`src/rtl/keypad_bcd_entry_pkg.sv`:
```
// Shared types and key decode for the keypad entry path.
// Maps (row, col) matrix positions to 4-bit key codes.
package keypad_pkg;

  typedef enum logic [1:0] {SCAN, DEBOUNCE, HELD} state_t;

  localparam logic [3:0] KEY_STAR   = 4'hE;
  localparam logic [3:0] KEY_CLR    = 4'hC;
  localparam int         MAX_DIGITS = 8;

  // row0: 1 2 3 A / row1: 4 5 6 B / row2: 7 8 9 C / row3: * 0 # D
  function automatic logic [3:0] keymap(input logic [1:0] row, input logic [1:0] col);
    logic [3:0] code;
    code = 4'h0;
    case ({row, col})
      4'h0: code = 4'h1;
      4'h1: code = 4'h2;
      4'h2: code = 4'h3;
      4'h3: code = 4'hA;
      4'h4: code = 4'h4;
      4'h5: code = 4'h5;
      4'h6: code = 4'h6;
      4'h7: code = 4'hB;
      4'h8: code = 4'h7;
      4'h9: code = 4'h8;
      4'hA: code = 4'h9;
      4'hB: code = 4'hC;
      4'hC: code = KEY_STAR;
      4'hD: code = 4'h0;
      4'hE: code = 4'hF;
      4'hF: code = 4'hD;
      default: code = 4'h0;
    endcase
    return code;
  endfunction

endpackage

```
`src/rtl/keypad_bcd_entry_tick.sv`:
```
// Free-running divider: one-cycle tick every SCAN_DIV clocks, first tick SCAN_DIV-1 clocks after reset.
// No backpressure; the strobe is unconditional.
module scan_tick_gen #(
  parameter int SCAN_DIV = 100000
) (
  input  logic clk,
  input  logic rst_n,
  output logic tick
);

  localparam int W = (SCAN_DIV > 2) ? $clog2(SCAN_DIV) : 1;
  localparam logic [W-1:0] LAST = W'(SCAN_DIV - 1);

  logic [W-1:0] div_cnt;

  assign tick = (div_cnt == LAST);

  always_ff @(posedge clk or negedge rst_n) begin
    if (!rst_n)    div_cnt <= '0;
    else if (tick) div_cnt <= '0;
    else           div_cnt <= div_cnt + 1'b1;
  end

endmodule

```
`src/rtl/keypad_bcd_entry.sv`:
```
// 4x4 keypad scanner/debouncer feeding a packed-BCD entry register; key_valid one clk after the confirming tick.
// No backpressure: each confirmed press is acted on immediately, held keys never repeat.
module keypad_bcd_entry
  import keypad_pkg::*;
#(
  parameter int SCAN_DIV       = 100000,
  parameter int DEBOUNCE_TICKS = 20
) (
  input  logic        clk,
  input  logic        rst_n,
  input  logic [3:0]  row_n,
  output logic [3:0]  col_n,
  output logic [31:0] data_BCD,
  output logic [3:0]  digit_count,
  output logic        key_valid,
  output logic [3:0]  key_code,
  output logic        overflow
);

  localparam int CW = $clog2(DEBOUNCE_TICKS + 1);
  localparam logic [CW-1:0] DEB_LAST = CW'(DEBOUNCE_TICKS);

  logic [3:0]    row_meta, row_sync;
  logic          tick;
  state_t        state;
  logic [1:0]    col_idx, row_lat, first_low;
  logic [CW-1:0] deb_cnt, cnt_nxt;
  logic          any_low, deb_hit;
  logic [3:0]    code;

  scan_tick_gen #(.SCAN_DIV(SCAN_DIV)) u_tick (
    .clk   (clk),
    .rst_n (rst_n),
    .tick  (tick)
  );

  always_ff @(posedge clk or negedge rst_n) begin
    if (!rst_n) begin
      row_meta <= 4'hF;
      row_sync <= 4'hF;
    end else begin
      row_meta <= row_n;
      row_sync <= row_meta;
    end
  end

  always_comb begin
    first_low = 2'd0;
    for (int i = 3; i >= 0; i--)
      if (!row_sync[i]) first_low = 2'(i);
  end

  assign any_low = ~&row_sync;
  assign cnt_nxt = deb_cnt + 1'b1;
  assign deb_hit = (cnt_nxt == DEB_LAST);
  assign code    = keymap(row_lat, col_idx);
  assign col_n   = ~(4'b0001 << col_idx);

  always_ff @(posedge clk or negedge rst_n) begin
    if (!rst_n) begin
      state       <= SCAN;
      col_idx     <= 2'd0;
      row_lat     <= 2'd0;
      deb_cnt     <= '0;
      data_BCD    <= 32'h0;
      digit_count <= 4'd0;
      key_valid   <= 1'b0;
      key_code    <= 4'h0;
      overflow    <= 1'b0;
    end else begin
      key_valid <= 1'b0;
      overflow  <= 1'b0;
      if (tick) begin
        case (state)
          SCAN: begin
            if (!any_low) begin
              col_idx <= col_idx + 1'b1;
            end else begin
              row_lat <= first_low;
              deb_cnt <= '0;
              state   <= DEBOUNCE;
            end
          end
          DEBOUNCE: begin
            // A lower row appearing counts as instability and restarts the scan.
            if (any_low && first_low == row_lat) begin
              if (deb_hit) begin
                state     <= HELD;
                deb_cnt   <= '0;
                key_valid <= 1'b1;
                key_code  <= code;
                if (code <= 4'd9) begin
                  if (digit_count < 4'(MAX_DIGITS)) begin
                    data_BCD    <= {data_BCD[27:0], code};
                    digit_count <= digit_count + 1'b1;
                  end else begin
                    overflow <= 1'b1;
                  end
                end else if (code == KEY_STAR) begin
                  if (digit_count != 4'd0) begin
                    data_BCD    <= {4'h0, data_BCD[31:4]};
                    digit_count <= digit_count - 1'b1;
                  end
                end else if (code == KEY_CLR) begin
                  data_BCD    <= 32'h0;
                  digit_count <= 4'd0;
                end
              end else begin
                deb_cnt <= cnt_nxt;
              end
            end else begin
              state   <= SCAN;
              deb_cnt <= '0;
            end
          end
          HELD: begin
            if (any_low) begin
              deb_cnt <= '0;
            end else if (deb_hit) begin
              state   <= SCAN;
              deb_cnt <= '0;
              col_idx <= col_idx + 1'b1;
            end else begin
              deb_cnt <= cnt_nxt;
            end
          end
          default: state <= SCAN;
        endcase
      end
    end
  end

endmodule

```
`config.mk`:
```
export PLATFORM = sky130hd
export DESIGN_NAME = keypad_bcd_entry
export DESIGN_NICKNAME = d
export VERILOG_FILES = /design/src/rtl/keypad_bcd_entry_pkg.sv /design/src/rtl/keypad_bcd_entry_tick.sv /design/src/rtl/keypad_bcd_entry.sv
export SDC_FILE = /design/constraint.sdc
export NUM_CORES = 1
export LEC_CHECK = 0
export CORE_ASPECT_RATIO = 0.8
export CORE_UTILIZATION = 40
export CTS_CLUSTER_SIZE = 30
export DETAILED_ROUTE_END_ITERATION = 8
export PLACE_DENSITY = 0.72
export SYNTH_ARGS = -nofsm -noshare
export SYNTH_HDL_FRONTEND = slang
export SYNTH_SLANG_ARGS = --single-unit
```
`constraint.sdc`:
```
create_clock -name clk -period 4 [get_ports clk]
set_input_delay 0.6 -clock clk [delete_from_list [all_inputs] [get_ports clk]]
set_output_delay 0.6 -clock clk [all_outputs]
set_load 0.01 [all_outputs]
```
# [After elaboration in Yosys (flattened, before gate mapping)]
# Memories as Yosys holds them, arrays and structs flattened.
# Cells that the tools add are included.
[word_totals] ff_bits=78 memories=1 input_bits=6 rom_bits=64
[mem_list] name="(no name shown)" words=16 word_bits=4 read_ports=1 rd_ports_with_merged_regs=0 wr=0 line_no="keypad_bcd_entry_pkg.sv:15" rtl="case ({row, col})"
[op_classes] n_shift=1 n_bitwise=2 addsub=5 reduce_logical=14 magnitude_cmp=2 n_eq_ne=14 mux=40
[ops] operator="$mux W32" n=5
[ops] operator="$mux W2" n=12
[ops] operator="$mux W4" n=5
[ops] operator="$mux W5" n=4
[ops] operator="$add A17 B1 Y17 const B" n=1
[ops] operator="$eq A17 B17 Y1 const B" n=1
[ops] operator="$mux W17" n=1
[ops] operator="$pmux W5 S3" n=1
[ops] operator="$mux W1" n=10
[ops] operator="$reduce_and A5 Y1" n=2
[ops] operator="$eq A4 B4 Y1 const B" n=2
[ops] operator="$ne A2 B2 Y1 const B" n=4
[ops] operator="$reduce_and A4 Y1" n=2
[ops] operator="$reduce_and A7 Y1" n=1
[ops] operator="$pmux W2 S3" n=1
[ops] operator="$reduce_and A3 Y1" n=2
[ops] operator="$reduce_bool A3 Y1" n=2
[ops] operator="$add A5 B1 Y5 const B" n=1
[ops] operator="$eq A5 B5 Y1 const B" n=1
[ops] operator="$add A4 B1 Y4 const B" n=1
[ops] operator="$le A4 B4 Y1 const B" n=1
[ops] operator="$lt A4 B4 Y1 const B" n=1
[ops] operator="$not A4 Y4" n=1
[ops] operator="$pmux W2 S2" n=1
[ops] operator="other kinds (15)" n=15

# [Logic depth before layout (Yosys ltp)]
# Gate-level depths: netlist of the first run.
[depth] depth_word=9 depth_mapped=10 mapped_depth_nobuf=8

# [Hierarchy]
# A second synthesis of the first run with hierarchy kept.
[unflattened] cells_unflattened=386 area_unflattened_um2=3946.3
[modules_own_cells] mod="keypad_bcd_entry" cells_per_inst=312 seq_area_each_um2=1536.5 area_per_inst_um2=3153.0 instances=1
[modules_own_cells] mod="scan_tick_gen" cells_per_inst=74 seq_area_each_um2=425.4 area_per_inst_um2=793.3 instances=1

# [Least setup slack after synthesis of the first run]
# No wires, ideal clock.
[synth_timing] kind="reg-to-reg" from="register col_idx[0]" to="register digit_count[2]" synth_period_minus_slack_ns=2.410 arrival_time_ns=2.278 setup_time_ns=0.132 t_required_ns=3.868 setup_slack_ns=1.590 path_stages_with_launch=10 path_buffers=2 path_cell_list="dfrtp_1 > inv_2 > ha_1 > mux4_2 > buf_6 > o2bb2ai_2 > o2111ai_4 > buf_6 > o31ai_1 > o31ai_1"
[synth_between] elab_chain_len=4 word_cells_on_any_way=10
[synth_rtl] item="from (decl)" line_no="keypad_bcd_entry.sv:26" rtl="logic [1:0] col_idx, row_lat, first_low;"
[synth_rtl] item="from (signal assigned)" line_no="keypad_bcd_entry.sv:77" rtl="col_idx <= col_idx + 1'b1;"
[synth_rtl] item="from (signal assigned)" line_no="keypad_bcd_entry.sv:122" rtl="col_idx <= col_idx + 1'b1;"
[synth_rtl] item="$mem_v2 Z16 W4 *"
[synth_rtl] item="$le A4 B4 Y1 (tied with other cells)" line_no="keypad_bcd_entry.sv:92" rtl="if (code <= 4'd9) begin"
[synth_rtl] item="$ne A3 B2 Y1 (no source line) (tied with other cells)"
[synth_rtl] item="$reduce_and A7 Y1 (no source line) / $mux W4 (equally long branches)"
[synth_rtl] item="to (signal assigned)" line_no="keypad_bcd_entry.sv:95" rtl="digit_count <= digit_count + 1'b1;"
[synth_rtl] item="to (signal assigned)" line_no="keypad_bcd_entry.sv:102" rtl="digit_count <= digit_count - 1'b1;"
[synth_rtl] item="to (decl)" line_no="keypad_bcd_entry.sv:14" rtl="output logic [3:0] digit_count,"
# Mark *: on every way between the ends. The rest lies on a longest branch, timed or not.
# A chain may end at the register's enable or synchronous reset.

# [Worst setup path after layout of the first run]
[layout_timing] from="register col_idx[0]" to="register data_BCD[23]"
[layout_between] elab_chain_len=4 word_cells_on_any_way=10
[layout_rtl] item="$mem_v2 Z16 W4 *"
[layout_rtl] item="$le A4 B4 Y1 (tied with other cells)" line_no="keypad_bcd_entry.sv:92"
[layout_rtl] item="$ne A3 B2 Y1 (no source line) (tied with other cells)"
[layout_rtl] item="$reduce_and A7 Y1 (no source line) / $mux W32 (equally long branches)"
[layout_rtl] item="to (signal assigned)" line_no="keypad_bcd_entry.sv:94" rtl="data_BCD <= {data_BCD[27:0], code};"
[layout_rtl] item="to (signal assigned)" line_no="keypad_bcd_entry.sv:101" rtl="data_BCD <= {4'h0, data_BCD[31:4]};"
[layout_rtl] item="to (decl)" line_no="keypad_bcd_entry.sv:13" rtl="output logic [31:0] data_BCD,"
# Marked as above.

==> results.toml, run 1 <==
[power_and_ir_drop]
p_int_mw = 1.29
p_comb_frac = 0.015
p_sw_uw = 335
peakVddDrop_mv = 0.199
fin_total_pwr_mw = 1.62
p_per_area_mw_per_mm2 = 331
pwr-share-clk = 0.492
sequentialPowerShare = 0.493
leakagePower_nw = 2.02
p_sw_frac = 0.207

[layout]
final_cell_mix = "dfrtp_1 (70), nand2_1 (63), clkdlybuf4s50_1 (50)"
regArea_mm2 = 0.00196
nets = 468
stdcell_count = 588
multi_input_area_mm2 = 0.00187
drive_above_1_share = 0.0907
diodes = 0
fillers = 891
post-route-util = 0.506
final_common_cell = "dfrtp_1"
fin_area_mm2 = 0.00491
area_delta_synth_final_pct = 22.3

[flow_run]
maxCapViolations = 0

[sta]
maxSlewHeadroom = 0.362
slew_violations = 0
finalSetupViolations = 0
post-route-min-period_ns = 3.19
setup_slack_ns = 0.806
hold_viol_final = 0
max_freq_mhz = 313
rsz0062_at_grt = "false"
clock-skew-final_ns = 0.00680
setup_tns_ns = 0
tightest_slew_ns = 0.957
timing.final.crit_share = 0.799
fin_hold_ws_ns = 0.356

[place]
place_congestion = 0.812
dpl.cell_count = 572
port_buffers = 51
dpl.hpwl_um = 5840
dpl_worst_slack_ns = 0.841
placed_area_mm2 = 0.00461

[synth]
yosysWarnings = 0
synth_flop_cell = "dfrtp_1"
synth_compound_area_frac = 0.188
synth-seq-cells = 78
synth-async-reset-ratio = 1.00
yosys.area.top_type = "dfrtp_1"
synthXorXnorAreaFrac = 0.0328
synth_cell_type_count = 56
synthSimpleGateAreaFrac = 0.165
synth_area_leaders = "dfrtp_1 (44%), nand2_1 (5.9%), dfstp_2 (5.2%)"
synth_edf_count = 0
netlist_instances = 403
synth_area_per_cell_um2 = 9.95
synth_area_mm2 = 0.00401
synth_nets = 424
synth_top_area_share = 0.437
synth_fa_ha_area_frac = 0.0468
yosysSeqAreaShare = 0.489
synth_top_family_by_area = "compound AO/OA/AOI/OAI gates"
synth.area.mux_share = 0.0328

[clock_tree]
cts_tree = "done"
cts_made_buffers = 9
ctsResizeCount = 0
hold_buffers = 0
insertion_delay_ns = 0.33
cts.clk_slew.worst_paths_ns = 0.06
cts_buffer_depth = 2
root_buffer = "clkbuf_16"
clock-sinks = 78
htreeDepth = 3
post_cts_buffers = 0

[critical_path]
critPathLaunchType = "flip-flop"
critical-path-top-delay-family = "compound AO/OA/AOI/OAI gates"
crit_buf_inv = 2
startpoint = "col_idx[0]"
cp_slowest_cell = "o2111ai_4"
cp_max_fo = 41
cp_cell_sequence = "inv_2, ha_1, nor2_1, a22oi_1, a2111oi_4, o2111ai_4, buf_4, o21ai_0"
crit_arrival_ns = 3.39
slowest_delay_ns = 0.77
critPathRequiredTime_ns = 4.20
r2r_end = "data_BCD[23]"
crit_end = "data_BCD[23]"
cp-end-kind = "flip-flop"
critPathKind = "reg2reg"
r2r_slack_ns = 0.81
worstRegToRegCells = 8
worst-path-stages = 8
rr_startpoint = "col_idx[0]"

[grt]
grt_pass1_vias = 2901
antenna_found_initial = 0
grt_use_total = 0.173
grt_max_degree = 79
grt_pass1_wl_um = 14400
overflow = 0

[floorplanning]
start_util = 0.414
core-area_mm2 = 0.00969
dieWidth_um = 114
io_pins = 52
die_h_um = 91.6
rows = 32
fp.dieArea_mm2 = 0.0104

[route]
post-route-drc-count = 0
via_count = 3111
drtAntennaViolNets = 0
drtIter0Drc = 212
drtPass1Iterations = 6
routed_wl_um = 8540
wl_per_cell_um = 14.5
viasPerCell = 5.29

[worst_hold_path]
hold_path.startpoint = "row_meta[1]"
hold_class = "reg2reg"

[outcome]
status = "complete, no violations"
==> worst reg2reg max path: stages (launching register included) <==
cell and delay (ns):
dfrtp_1 0.51, inv_2 0.10, ha_1 0.32, nor2_1 0.07, a22oi_1 0.66, a2111oi_4 0.06, o2111ai_4 0.77, buf_4 0.42
o21ai_0 0.15
==> cell families (layout without fill, tap and decap cells) <==
group / count (synthesis) / in the layout
compound gates: 109 / 109
flops: 78 / 78
buf+inv: 41 / 90
xor+xnor: 15 / 15
fa+ha+maj: 15 / 15
mux: 11 / 11
simple gates: 134 / 134
==> synthesized netlist by cell type (all sizes together) (5+ instances only) <==
cell type and number:
a21o 5, a21oi 5, a22oi 27, a31oi 6, and2 5, buf 10, clkbuf 12, dfrtp 70
dfstp 8, ha 15, inv 19, mux2i 6, nand2 63, nand3 9, nand4 6, nor2 16
nor3 7, o21ai 45, xnor2 10, xor2 5
==> per-layer routing <==
| layer | global-route usage | share of wire |
|---|---|---|
| met5 | 0 | 0 |
| met1 | 0.247 | 0.47 |
| met4 | 0.0519 | 0.010 |
| met3 | 0.0367 | 0.044 |
| met2 | 0.264 | 0.47 |
==> how the worst min path moves through the flow <==
stage                              to  slack (ns)  depth (start not counted)
after floorplan            col_idx[0]        0.30                          0
after global placement    row_sync[1]        0.35                          0
after detailed placement  row_sync[2]        0.35                          0
after CTS                 row_sync[1]        0.36                          0
after global routing      row_sync[1]        0.36                          0
final                     row_sync[1]        0.36                          0
==> power by group through the flow <==
stage / registers [mW] / clock network [mW] / logic [mW]
6_report: 0.800 / 0.799 / 0.0239
5_1_grt: 0.800 / 0.845 / 0.0283
4_1_cts: 0.800 / 0.819 / 0.0254
3_5_place_dp: 0.814 / 0 / 0.0253
3_3_place_gp: 0.814 / 0 / 0.0248
2_1_floorplan: 0.813 / 0 / 0.00404
==> flip-flops by register name, indices dropped and copies added (netlist names) <==
register	cells
digit_count	4
row_meta	4
deb_cnt	5
key_code	4
col_idx	2
overflow	1
u_tick.div_cnt	17
row_lat	2
state	2
data_BCD	32
key_valid	1
row_sync	4
==> layout make-up <==
cell class	instances	share of cell area
timing repair buffer	55	0.110
clock inverter	5	0.0120
inverter	19	0.0145
tap	136	0.0347
sequential	78	0.400
clock buffer	11	0.0474
multi-input combinational	284	0.382
No activity file was read; power rests on OpenSTA's default activity.
==> run 2, diff against run 1 <==
==> constraint.sdc (replaced) <==
create_clock -name clk -period 3.13 [get_ports clk]
set_input_delay 0.4695 -clock clk [delete_from_list [all_inputs] [get_ports clk]]
set_output_delay 0.4695 -clock clk [all_outputs]
set_load 0.01 [all_outputs]
==> results.toml, run 2 (synthesis gave the netlist of run 1 again) <==
[power_and_ir_drop]
p_int_mw = 1.59
p_sw_frac = 0.215
pwr-share-clk = 0.480
p_per_area_mw_per_mm2 = 412
p_sw_uw = 435
p_comb_frac = 0.015
sequentialPowerShare = 0.505
peakVddDrop_mv = 0.184
leakagePower_nw = 2.02

[route]
drtIter0Drc = 226
drtAntennaViolNets = 0
wl_per_cell_um = 14.7
viasPerCell = 5.28
post-route-drc-count = 0
via_count = 3115
routed_wl_um = 8690
drtPass1Iterations = 4

[grt]
grt_max_degree = 79
grt_use_total = 0.175
grt_pass1_vias = 2858
overflow = 0
antenna_found_initial = 0
grt_pass1_wl_um = 14400

[floorplanning]
die_h_um = 91.6
fp.dieArea_mm2 = 0.0104
core-area_mm2 = 0.00969
start_util = 0.414
io_pins = 52
rows = 32
dieWidth_um = 114

[sta]
max_freq_mhz = 361
rsz0062_at_grt = "false"
slew_violations = 0
maxSlewHeadroom = 0.351
post-route-min-period_ns = 2.77
finalSetupViolations = 0
hold_viol_final = 0
clock-skew-final_ns = 0.00950
timing.final.crit_share = 0.885
setup_tns_ns = 0
tightest_slew_ns = 0.974

[clock_tree]
cts.clk_slew.worst_paths_ns = 0.06
cts_buffer_depth = 2
ctsResizeCount = 0
cts_made_buffers = 9
post_cts_buffers = 0
insertion_delay_ns = 0.33
hold_buffers = 0
clock-sinks = 78
htreeDepth = 3
root_buffer = "clkbuf_16"
cts_tree = "done"

[layout]
final_cell_mix = "dfrtp_1 (70), nand2_1 (63), clkdlybuf4s50_1 (50)"
largest_reg_flops = 32
fillers = 918
drive_above_1_share = 0.0947
top_regs = "data_BCD: 32 flops, u_tick.div_cnt: 17 flops, deb_cnt: 5 flops"
fin_area_mm2 = 0.00491
regMostFlops = "data_BCD"
diodes = 0
area_delta_synth_final_pct = 22.3
final_common_cell = "dfrtp_1"
nets = 470

[critical_path]
r2r_slack_ns = 0.36
cp-end-kind = "flip-flop"
critPathKind = "reg2reg"
critPathLaunchType = "flip-flop"
rr_startpoint = "col_idx[0]"
slowest_delay_ns = 0.70
worstRegToRegCells = 9
cp_cell_sequence = "inv_2, ha_1, nor2_1, a22oi_1, a2111oi_4, o2111ai_4, buf_4, nor3_1, a21o_1"
crit_arrival_ns = 2.99
r2r_end = "data_BCD[2]"
critPathRequiredTime_ns = 3.35
cp_max_fo = 32
cp_slowest_cell = "a22oi_1"

[place]
port_buffers = 51
placed_area_mm2 = 0.00463
dpl.hpwl_um = 5890
place_congestion = 0.804

[outcome]
status = "complete, no violations"

[flow_run]
maxCapViolations = 0

[worst_hold_path]
hold_class = "in2async"
-- run 2: power groups by stage --
stage | registers, mW | clock network, mW | logic (mW)
floorplan | 1.04 | 0 | 0.00517
global placement | 1.04 | 0 | 0.0316
detailed placement | 1.04 | 0 | 0.0322
CTS | 1.02 | 0.986 | 0.0323
global route | 1.02 | 1.02 | 0.0356
finish | 1.02 | 0.970 | 0.0307
-- run 2: cell type report --
class / count / area (um^2) / area share
clock buffers: 12 / 246 / 0.0502
multi-input cells: 284 / 1870 / 0.382
well taps: 136 / 170 / 0.0347
repair buffers: 57 / 553 / 0.113
clock inverters: 4 / 31.3 / 0.00637
inverters: 19 / 71.3 / 0.0145
flip-flops and latches: 78 / 1960 / 0.400
-- run 2: metrics by stage --
step / cells / setup WS, ns / hold slack [ns] / power [mW] / util
floorplan: 403 / 0.720 / 0.174 / 1.04 / -
global placement: 574 / 0.469 / 0.347 / 1.07 / 0.478
detailed placement: 574 / 0.430 / 0.348 / 1.07 / 0.478
CTS: 590 / 0.356 / 0.338 / 2.04 / 0.506
global route: 590 / 0.187 / 0.363 / 2.08 / 0.506
finish: 590 / 0.361 / 0.291 / 2.02 / 0.506
-- run 2: worst max-delay path by stage --
stage | endpoint | slack (ns) | from
final | data_BCD[2] | 0.36 | col_idx[0]
after global placement | data_BCD[2] | 0.47 | col_idx[0]
after floorplan | digit_count[2] | 0.72 | col_idx[0]
after global routing | data_BCD[2] | 0.19 | col_idx[1]
after detailed placement | data_BCD[2] | 0.43 | col_idx[0]
after CTS | data_BCD[2] | 0.36 | col_idx[0]
-- run 2: critical path, delay by kind of cell, from the launching register on --
kind / cells / cell delay [ns]
buffers and inverters: 2 / 0.43
AO/OA/AOI/OAI: 4 / 1.23
AND/OR/NAND/NOR: 2 / 0.16
flip-flops: 1 / 0.51
adder cells (fa/ha/maj): 1 / 0.31
-- run 2: per-layer routing --
layer,up-vias,share of wire,GRT usage
met1,1517,0.49,0.245
met3,14,0.031,0.0401
met5,-,0,0
met4,0,0.015,0.0552
li1,1526,-,-
met2,58,0.46,0.266
==> run 3, diff against run 2 <==
--- a/config.mk
+++ b/config.mk
@@ -9,7 +9,8 @@
 export CORE_UTILIZATION = 40
 export CTS_CLUSTER_SIZE = 30
 export DETAILED_ROUTE_END_ITERATION = 8
-export PLACE_DENSITY = 0.72
+export PLACE_DENSITY = 0.66
+export REMOVE_ABC_BUFFERS = 1
 export SYNTH_ARGS = -nofsm -noshare
 export SYNTH_HDL_FRONTEND = slang
 export SYNTH_SLANG_ARGS = --single-unit
==> results.toml, run 3 (synthesis gave the netlist of run 1 again) <==
[critical_path]
critPathRequiredTime_ns = 3.37
cp_slowest_cell = "nor4b_4"
cp_cell_sequence = "inv_2, ha_1, nor2_1, a22oi_1, nor4b_4, buf_4, a22oi_1, o21ai_0"
critPathLaunchType = "flip-flop"
cp-end-kind = "flip-flop"
rr_startpoint = "col_idx[0]"
crit_arrival_ns = 3.04
worstRegToRegCells = 8
cp_max_fo = 20
worst-path-stages = 8
slowest_delay_ns = 0.64
startpoint = "col_idx[0]"
critPathKind = "reg2reg"
critical-path-top-delay-family = "simple AND/OR/NAND/NOR gates"
crit_buf_inv = 2
crit_top_cell = "a22oi_1"

[floorplanning]
rows = 32
core-area_mm2 = 0.00969
dieWidth_um = 114
fp.dieArea_mm2 = 0.0104
io_pins = 52
die_h_um = 91.6
start_util = 0.414

[clock_tree]
htreeDepth = 3
cts_made_buffers = 9
cts_buffer_depth = 2
root_buffer = "clkbuf_16"
cts.clk_slew.worst_paths_ns = 0.06
insertion_delay_ns = 0.34
ctsResizeCount = 0
cts_tree = "done"
clock-sinks = 78
hold_buffers = 0
post_cts_buffers = 0

[grt]
grt_use_total = 0.175
grt_max_degree = 79
overflow = 0
met1_usage = 0.240
met2_usage = 0.267
grt_pass1_wl_um = 14500
antenna_found_initial = 0
gr-max-usage-layer = "met2"
met3_usage = 0.0554
grt_pass1_vias = 2954

[route]
drtAntennaViolNets = 0
drtIter0Drc = 194
via_count = 3098
routed_wl_um = 8340
post-route-drc-count = 0
drtPass1Iterations = 4
wl_per_cell_um = 14.1
viasPerCell = 5.25

[sta]
slew_violations = 0
hold_viol_final = 0
tightest_slew_ns = 0.955
setup_slack_ns = 0.330
clock-skew-final_ns = 0.00429
maxSlewHeadroom = 0.363
post-route-min-period_ns = 2.80
finalSetupViolations = 0
rsz0062_at_grt = "false"
timing.final.crit_share = 0.894
max_freq_mhz = 357

[flow_run]
maxCapViolations = 0

[outcome]
status = "complete, no violations"

[layout]
drive_above_1_share = 0.0969
top_regs = "data_BCD: 32 flops, u_tick.div_cnt: 17 flops, deb_cnt: 5 flops"
multi_input_area_mm2 = 0.00187
nets = 470
fillers = 887
regArea_mm2 = 0.00196
post-route-util = 0.507
final_common_cell = "dfrtp_1"
area_delta_synth_final_pct = 22.6
largest_reg_flops = 32
final_cell_mix = "dfrtp_1 (70), nand2_1 (63), clkdlybuf4s50_1 (50)"
diodes = 0
regMostFlops = "data_BCD"

[worst_hold_path]
hold_class = "in2async"

[power_and_ir_drop]
leakagePower_nw = 2.03
peakVddDrop_mv = 0.280
p_per_area_mw_per_mm2 = 414
fin_total_pwr_mw = 2.04

[place]
place_congestion = 0.814
dpl.hpwl_um = 5670
dpl_worst_slack_ns = 0.379
port_buffers = 51
==> run 3: cell count changes in the layout (fill, tap and decap cells not counted) <==
cell	change
clkinvlp_4	-2
clkbuf_8	+1
clkinv_4	+1
clkinv_2	+1
clkbuf_1	-1
==> run 3: final timing paths <==
path,to,slack [ns]
hold / removal,data_BCD[13],0.28
setup reg to reg,data_BCD[27],0.33
hold reg to reg,row_sync[1],0.36
setup / recovery,data_BCD[27],0.33
max in group asynchronous,u_tick.div_cnt[0],2.23
min in group clk,row_sync[1],0.36
==> run 3: worst register-to-register path, cell delays in order, from the launching register on <==
cell and delay [ns]:
dfrtp_1 0.51, inv_2 0.10, ha_1 0.33, nor2_1 0.19, a22oi_1 0.28, nor4b_4 0.64
buf_4 0.36, a22oi_1 0.10, o21ai_0 0.20
==> run 3: final cells by class <==
| class | count | share of cell area |
|---|---|---|
| Tap cell | 136 | 0.0346 |
| Timing Repair Buffer | 57 | 0.112 |
| Inverter | 19 | 0.0145 |
| Clock buffer | 12 | 0.0522 |
| Clock inverter | 4 | 0.00611 |
| Sequential cell | 78 | 0.399 |
| Multi-Input combinational cell | 284 | 0.381 |
==> run 3: through the flow <==
step	setup TNS (ns)	hold WS (ns)	instance area, um^2	cells
finish	0	0.282	4920	590
global route	0	0.364	4920	590
CTS	0	0.331	4920	590
detailed placement	0	0.349	4630	574
global placement	0	0.347	4630	574
floorplan	-0.0617	0.174	3900	381
==> run 3: routing by layer <==
metal / vias up / share of wire
met1: 1505 / 0.48
met5: - / 0
li1: 1516 / -
met3: 10 / 0.052
met4: 0 / 0.011
met2: 67 / 0.46
==> run 3: power by group <==
| part | internal (mW) | switching [mW] |
|---|---|---|
| sequential | 1.02 | 0.00445 |
| combinational | 0.00784 | 0.0221 |
| clock | 0.583 | 0.400 |
